<file path="src/rtl/fifo_axis_master.sv">
// fifo_axis_master: drains an FWFT synchronous FIFO into an AXI4-Stream master.
// A two-entry buffer (head + skid) decouples FIFO pops from m_axis_tready, so
// o_fifo_rd depends only on registered occupancy. A beat counter frames the
// stream into BURST_LEN-beat packets with tlast on the final beat.
module fifo_axis_master #(
  parameter int DATA_WIDTH = 16,
  parameter int BURST_LEN  = 8,
  parameter int CNT_WIDTH  = 16
) (
  input  logic                  clk,
  input  logic                  rstn,
  input  logic                  i_enable,
  input  logic                  i_fifo_empty,
  input  logic [DATA_WIDTH-1:0] i_fifo_data,
  output logic                  o_fifo_rd,
  output logic                  m_axis_tvalid,
  input  logic                  m_axis_tready,
  output logic [DATA_WIDTH-1:0] m_axis_tdata,
  output logic                  m_axis_tlast,
  output logic [CNT_WIDTH-1:0]  o_beat_cnt,
  output logic                  o_pkt_done,
  output logic                  o_busy
);

  localparam logic [CNT_WIDTH-1:0] LAST_BEAT = CNT_WIDTH'(BURST_LEN - 1);

  // Buffer occupancy doubles as the control state: 0, 1 or 2 words held.
  typedef enum logic [1:0] {
    S_EMPTY = 2'd0,
    S_ONE   = 2'd1,
    S_TWO   = 2'd2
  } occ_t;

  occ_t                  state, state_next;
  logic [DATA_WIDTH-1:0] head, skid;
  logic [CNT_WIDTH-1:0]  beat;
  logic                  pkt_done;
  logic                  rd;
  logic                  pop;

  // Reads are gated by reset so the pop strobe is low while rstn is asserted.
  assign rd            = rstn && i_enable && !i_fifo_empty && (state != S_TWO);
  assign m_axis_tvalid = (state != S_EMPTY);
  assign pop           = m_axis_tvalid && m_axis_tready;
  assign m_axis_tdata  = head;
  assign m_axis_tlast  = m_axis_tvalid && (beat == LAST_BEAT);
  assign o_fifo_rd     = rd;
  assign o_beat_cnt    = beat;
  assign o_pkt_done    = pkt_done;
  assign o_busy        = m_axis_tvalid;

  // Occupancy state register.
  always_ff @(posedge clk or negedge rstn) begin
    if (!rstn) state <= S_EMPTY;
    else       state <= state_next;
  end

  // Occupancy next state: +1 on read, -1 on pop, unchanged when both happen.
  always_comb begin
    state_next = state;
    case (state)
      S_EMPTY: if (rd) state_next = S_ONE;
      S_ONE: begin
        if (rd && !pop)      state_next = S_TWO;
        else if (!rd && pop) state_next = S_EMPTY;
      end
      S_TWO:   if (pop) state_next = S_ONE;
      default: state_next = S_EMPTY;
    endcase
  end

  // Head/skid buffer: new words land in the head when it is free (or being
  // popped this cycle), otherwise in the skid; the skid shifts up on pop.
  always_ff @(posedge clk or negedge rstn) begin
    if (!rstn) begin
      head <= '0;
      skid <= '0;
    end else begin
      if (rd && (state == S_EMPTY || pop)) head <= i_fifo_data;
      else if (pop && state == S_TWO)      head <= skid;
      if (rd && state == S_ONE && !pop)    skid <= i_fifo_data;
    end
  end

  // Beat counter and packet-done pulse; the counter survives i_enable=0.
  always_ff @(posedge clk or negedge rstn) begin
    if (!rstn) begin
      beat     <= '0;
      pkt_done <= 1'b0;
    end else begin
      pkt_done <= pop && m_axis_tlast;
      if (pop) beat <= (beat == LAST_BEAT) ? '0 : beat + CNT_WIDTH'(1);
    end
  end

`ifndef SYNTHESIS
  logic                  hold_q;
  logic [DATA_WIDTH-1:0] held_data;

  // Remember whether the previous cycle was a stalled beat and what it carried.
  always_ff @(posedge clk or negedge rstn) begin
    if (!rstn) begin
      hold_q    <= 1'b0;
      held_data <= '0;
    end else begin
      hold_q    <= m_axis_tvalid && !m_axis_tready;
      held_data <= head;
    end
  end

  // Protocol sanity: no pop of an empty FIFO, legal occupancy, stable stalled data.
  always_ff @(posedge clk) begin
    if (rstn) begin
      assert (!(rd && i_fifo_empty))
        else $fatal(1, "fifo_axis_master: FIFO read while empty");
      assert (state == S_EMPTY || state == S_ONE || state == S_TWO)
        else $fatal(1, "fifo_axis_master: occupancy above 2");
      assert (!hold_q || head == held_data)
        else $fatal(1, "fifo_axis_master: tdata changed while stalled");
    end
  end
`endif

endmodule

</file>
<file path="config.mk">
export PLATFORM = sky130hd
export DESIGN_NAME = fifo_axis_master
export DESIGN_NICKNAME = d
export VERILOG_FILES = /design/src/rtl/fifo_axis_master.sv
export SDC_FILE = /design/constraint.sdc
export NUM_CORES = 1
export LEC_CHECK = 0
export CAP_MARGIN = 0
export CORE_ASPECT_RATIO = 1.4
export CORE_MARGIN = 2
export CORE_UTILIZATION = 44
export DETAILED_ROUTE_END_ITERATION = 7
export PLACE_DENSITY_LB_ADDON = 0.3
export SLEW_MARGIN = 40
export SYNTH_ARGS = -nofsm -noshare
export SYNTH_HDL_FRONTEND = slang
export SYNTH_SLANG_ARGS = --single-unit
</file>
<file path="constraint.sdc">
create_clock -name clk -period 1.87 [get_ports clk]
set_clock_uncertainty 0.2 [all_clocks]
set_input_delay 0.187 -clock clk [delete_from_list [all_inputs] [get_ports clk]]
set_output_delay 0.187 -clock clk [all_outputs]
set_load 0.01 [all_outputs]
</file>
**Yosys cells after proc, flatten, opt, wreduce, memory -nomap -nowiden**

Cells that the tools add are included.

- Register bits after elaboration: 51
- Input bits: 21
- Output and inout bits: 37
- Logic and storage cells: 41

- Add/sub/neg operators: 1
- Equality and inequality tests: 7
- Mux-type cells: 8
- Reductions and logical operators: 20

Operator list:

| kind | count |
|---|---|
| 16-bit 2-to-1 mux | 3 |
| 16-bit by 1-bit adder with 16-bit output, second input constant | 1 |
| 16-bit by 3-bit equality test with 1-bit output, second input constant | 1 |
| 1-bit logical AND | 12 |
| 2-bit 2-to-1 mux | 4 |
| 2-bit inequality test, second input constant | 3 |
| 2-bit case mux with 3 select lines | 1 |
| 2-bit nonzero test | 2 |
| 1-bit zero test | 3 |
| 3-bit inequality test, second input constant | 1 |
| 3-bit AND reduction | 1 |
| 2-bit by 1-bit equality test with 1-bit output, second input constant | 1 |
| 2-bit equality test, second input constant | 1 |
| 2-bit zero test | 1 |
| 1-bit logical OR | 1 |

**Logic depth before layout (Yosys ltp)**

- Depth in word-level cells: 8
- Mapped depth: 6
- Gate-level depth less buffers: 6

**Worst setup path before layout**

OpenSTA, ideal clock, no wires.

- Path type: flip-flop to flip-flop
- Start: register state[0]
- End: register state[1]
- Setup time: 0.078 ns
- Data arrival time: 1.533 ns
- Data required time: 1.592 ns
- Slack: 0.059 ns
- Cell stages (with the launch flop): 7
- Path buffers: 0
- Period minus slack after synthesis: 1.811 ns
- Cell sequence: dfrtp_1 > or2_2 > and2_4 > inv_4 > ha_1 > nand3b_1 > o2bb2ai_1

- Word-level cells in the longest chain between the ends: 6
- Elaborated cells on any way between the ends: 17
- Those cells by class: eq/ne: 6; mux: 2; reduce/logical: 9

Ends and longest elaborated chain:

| item | line | RTL |
|---|---|---|
| from (decl) | 34 | `occ_t state, state_next;` |
| from (signal assigned) | 55 | `else state <= state_next;` |
| 2-bit nonzero test * | 43 | `assign m_axis_tvalid = (state != S_EMPTY);` |
| named net m_axis_tvalid | 16 | `output logic m_axis_tvalid,` |
| 1-bit logical AND * | 44 | `assign pop = m_axis_tvalid && m_axis_tready;` |
| 1-bit zero test | 64 | `if (rd && !pop) state_next = S_TWO;` |
| 1-bit logical AND | 64 |  |
| 3-bit inequality test (no source line) or 2-bit 2-to-1 mux (tied branches) | - |  |
| 3-bit AND reduction (no source line) or 2-bit case mux with 3 select lines (tied branches) | - |  |

Mark *: on every way through the listed nets, which the timed path passes. The rest lies on a longest branch.
A chain may end at the register's enable or synchronous reset.

**Final worst setup path**

- Start: register beat[1], in the netlist o_beat_cnt[1]
- End: output port m_axis_tlast

- Word-level cells in the longest chain between the ends: 2

Ends and longest elaborated chain:

| item | line | RTL |
|---|---|---|
| from (decl) | 36 | `logic [CNT_WIDTH-1:0] beat;` |
| from (signal assigned) | 92 | `if (pop) beat <= (beat == LAST_BEAT) ? '0 : beat + CNT_WIDTH'(1);` |
| 16-bit by 3-bit equality test with 1-bit output | 46 | `assign m_axis_tlast = m_axis_tvalid && (beat == LAST_BEAT);` |
| 1-bit logical AND | 46 |  |
| to (decl) | 19 | `output logic m_axis_tlast,` |

Every way passes these cells.

==> metrics.md <==
| Metric | Value |
|---|---|
| Synth Warn # | `0` |
| DRT antenna net count | `0` |
| Via Count | `1,767` |
| Core area | `5160 sq um` |
| CP cell instances | `ha_2, nor4bb_4, nand4_1, nor2b_1, buf_2` |
| DP Worst Slack | `-261 ps` |
| Overflow after GRT | `0` |
| Mapped Area | `2350 sq um` |
| CP arrival | `1440 ps` |
| Wire length per cell | `14.2 um` |
| Setup-failing EPs final | `0` |
| Clock Latency Late Sink | `300 ps` |
| Clock sinks | `51` |
| Number of synthesized flops with an enable pin | `0` |
| Die X | `65.8 um` |
| Dpl hpwl | `3660 um` |
| CP peak stage delay | `360 ps` |
| Crit Path Max Fanout | `2` |
| TritonRoute pass-1 iters | `4` |
| CTS root buffer | `clkbuf_8` |
| Syn Nets | `215` |
| Rel. slew slack | `0.571` |
| Count leader, synth | `dfrtp_1` |
| Crit path kind | `register to output pin` |
| Area of the multi-input gates | `1060 sq um` |
| Synth-to-Final Area Change | `47.2%` |
| Fraction of layout instances using a drive strength above 1 | `0.286` |
| # diodes | `0` |
| CTS tree | `yes` |
| Vias in the first global route | `1,793` |
| Reg clk slew, reported paths | `90 ps` |
| Routing usage on met1 | `0.227` |
| Distinct cell type count after synthesis | `34` |
| Hold Crit Class | `input port to register` |
| Initial antenna violation count | `0` |
| Pwr per Cell Area | `1120 nW/um^2` |
| Cells after synthesis | `192` |
| Status | `completed` |
| Final Hold Vio Count | `0` |
| Setup crit end kind | `output pin` |
| Fin worst setup slack | `44.2 ps` |
| Starting Density | `0.456` |
| Die height | `90.5 um` |
| First-pass GRT wire length | `8480 um` |
| WP buf/inv | `1` |
| Fillers | `393` |
| Standard-cell rows | `31` |
| Io pins | `58` |
| VDD IR max | `765 uV` |
| Static leakage | `1.69 nW` |
| Area leader, netlist | `dfrtp_1` |
| Startpoint types | `register` |
| Placement Cell Area | `3250 sq um` |
| CTS Buffer Depth | `2` |
| M2 GR Usage | `0.306` |
| Drt total wl | `5070 um` |
| Top_reg_cell synth | `dfrtp_1` |
| Post-route DRC | `0` |
| Die Area | `5950 sq um` |
| Min cycle time layout | `1830 ps` |
| Worst EP required | `1480 ps` |
| Busiest grt layer | `met2` |
| Share of the synthesized area in the top cell type | `0.543` |
| Slew Limit Fails | `0` |
| Fin crit share | `0.976` |
| Fin Setup TNS | `0 ps` |
| Fraction of registers with async set/reset | `1.00` |
| Initial detailed-routing violation count | `104` |
| Top cells by area, synth | `dfrtp_1 54%, mux2i_1 6.8%, mux2_4 6.4%, nand2_1 4.0%, o21ai_0 3.8%` |
| CP top delay family | `simple AND/OR/NAND/NOR gates` |
| Final Net Count | `312` |
| Maximum capacitance violations | `0` |
| Commonest cells in the netlist | `51 x dfrtp_1, 25 x nand2_1, 18 x o21ai_0` |
| FMAX | `0.548 GHz` |
| GRT Total Usage | `0.186` |
| IO buf count | `57` |
| Pin count of the biggest net entering global routing | `52` |
| Reg area | `1280 sq um` |
| GP Congestion | `0.805` |
| CTS Buf Count | `5` |
| Cell area after layout | `3460 sq um` |
| Drt via density | `4.96` |
| Hold WS | `237 ps` |
| Register bit total from synthesis | `51` |
| Worst Tran Pin Value | `644 ps` |
| RSZ-0062 raised after global routing | `yes` |
| Avg Inst Size Synth | `12.2 sq um` |
| Met3 usage | `0.0436` |
| Seq/Total Area, Yosys | `0.543` |
| CP max stage cell | `dfrtp_1` |
| H-tree depth | `2` |
layout make-up:
cell class / count / area share
clock buffer: 7 / 0.0278
clock inverter: 1 / 0.00217
inverter: 4 / 0.00578
multi-input combinational: 130 / 0.308
sequential: 51 / 0.369
tap: 66 / 0.0239
timing repair buffer: 97 / 0.264
layout by cell type, fill, tap and decap left out, drive strengths merged, types with 2 or more instances in the layout:
master	instances
nor2	7
nor4	5
a21oi	2
ha	2
xnor2	10
nand4	4
and3	2
xor2	4
dlygate4sd2	2
or2	2
o21ai	18
buf	40
nand2	26
clkdlybuf4s50	51
mux2i	16
clkbuf	9
nand3	7
mux2	16
inv	4
nand3b	2
dfrtp	51
where the power goes:
group          switching [mW]  internal (mW)
clock network           0.362          0.337
registers               0.216           1.48
logic                   0.560          0.915
total                    1.14           2.73
tightest hold or removal path: cells and delay by family:
kind,cells,cell delay [ps]
buffers and inverters,2,240
AND/OR/NAND/NOR,2,120
AO/OA/AOI/OAI,2,150
state kept, by name (all words and copies together) (netlist names):
register / count
m_axis_tdata: 16
skid: 16
o_beat_cnt: 16
state: 2
o_pkt_done: 1
cell families after synthesis:
group / count (synthesis) / share of synthesized area
simple gates: 61 / 0.155
xor+xnor: 14 / 0.0522
mux: 32 / 0.161
flops: 51 / 0.543
fa+ha+maj: 2 / 0.0106
compound gates: 21 / 0.0463
buf+inv: 11 / 0.0319
repair_timing:
item                                   CTS  global route
pin swaps                                1             4
buffers inserted                         2             0
gates resized for setup                 12            11
hold buffers                             1             0
endpoints found under the hold margin   51             0
gates cloned                             0             1
setup endpoints to repair                5            12
per-layer routing:
layer	vias up	part of all wire
met2	49	0.53
met5	-	0
li1	860	-
met1	846	0.40
met4	0	0.030
met3	12	0.042
path summary, 6_finish.rpt:
check                      cells after the start  slack, ps         endpoint          start
setup / recovery                               5         40     m_axis_tlast  o_beat_cnt[1]
hold / removal                                 6        240         state[0]           rstn
setup reg to reg                               3         60         skid[12]       state[1]
hold reg to reg                                1        310          skid[5]        skid[5]
max in group asynchronous                      3        650  m_axis_tdata[1]           rstn
min in group asynchronous                      3        380    o_beat_cnt[0]           rstn
through the flow:
stage | util | instances | power, mW
floorplan | - | 192 | 2.36
global placement | 0.631 | 344 | 3.11
detailed placement | 0.631 | 344 | 3.16
CTS | 0.658 | 355 | 3.89
global route | 0.671 | 356 | 4.12
finish | 0.671 | 356 | 3.87
(Power assumes the default switching activity.)
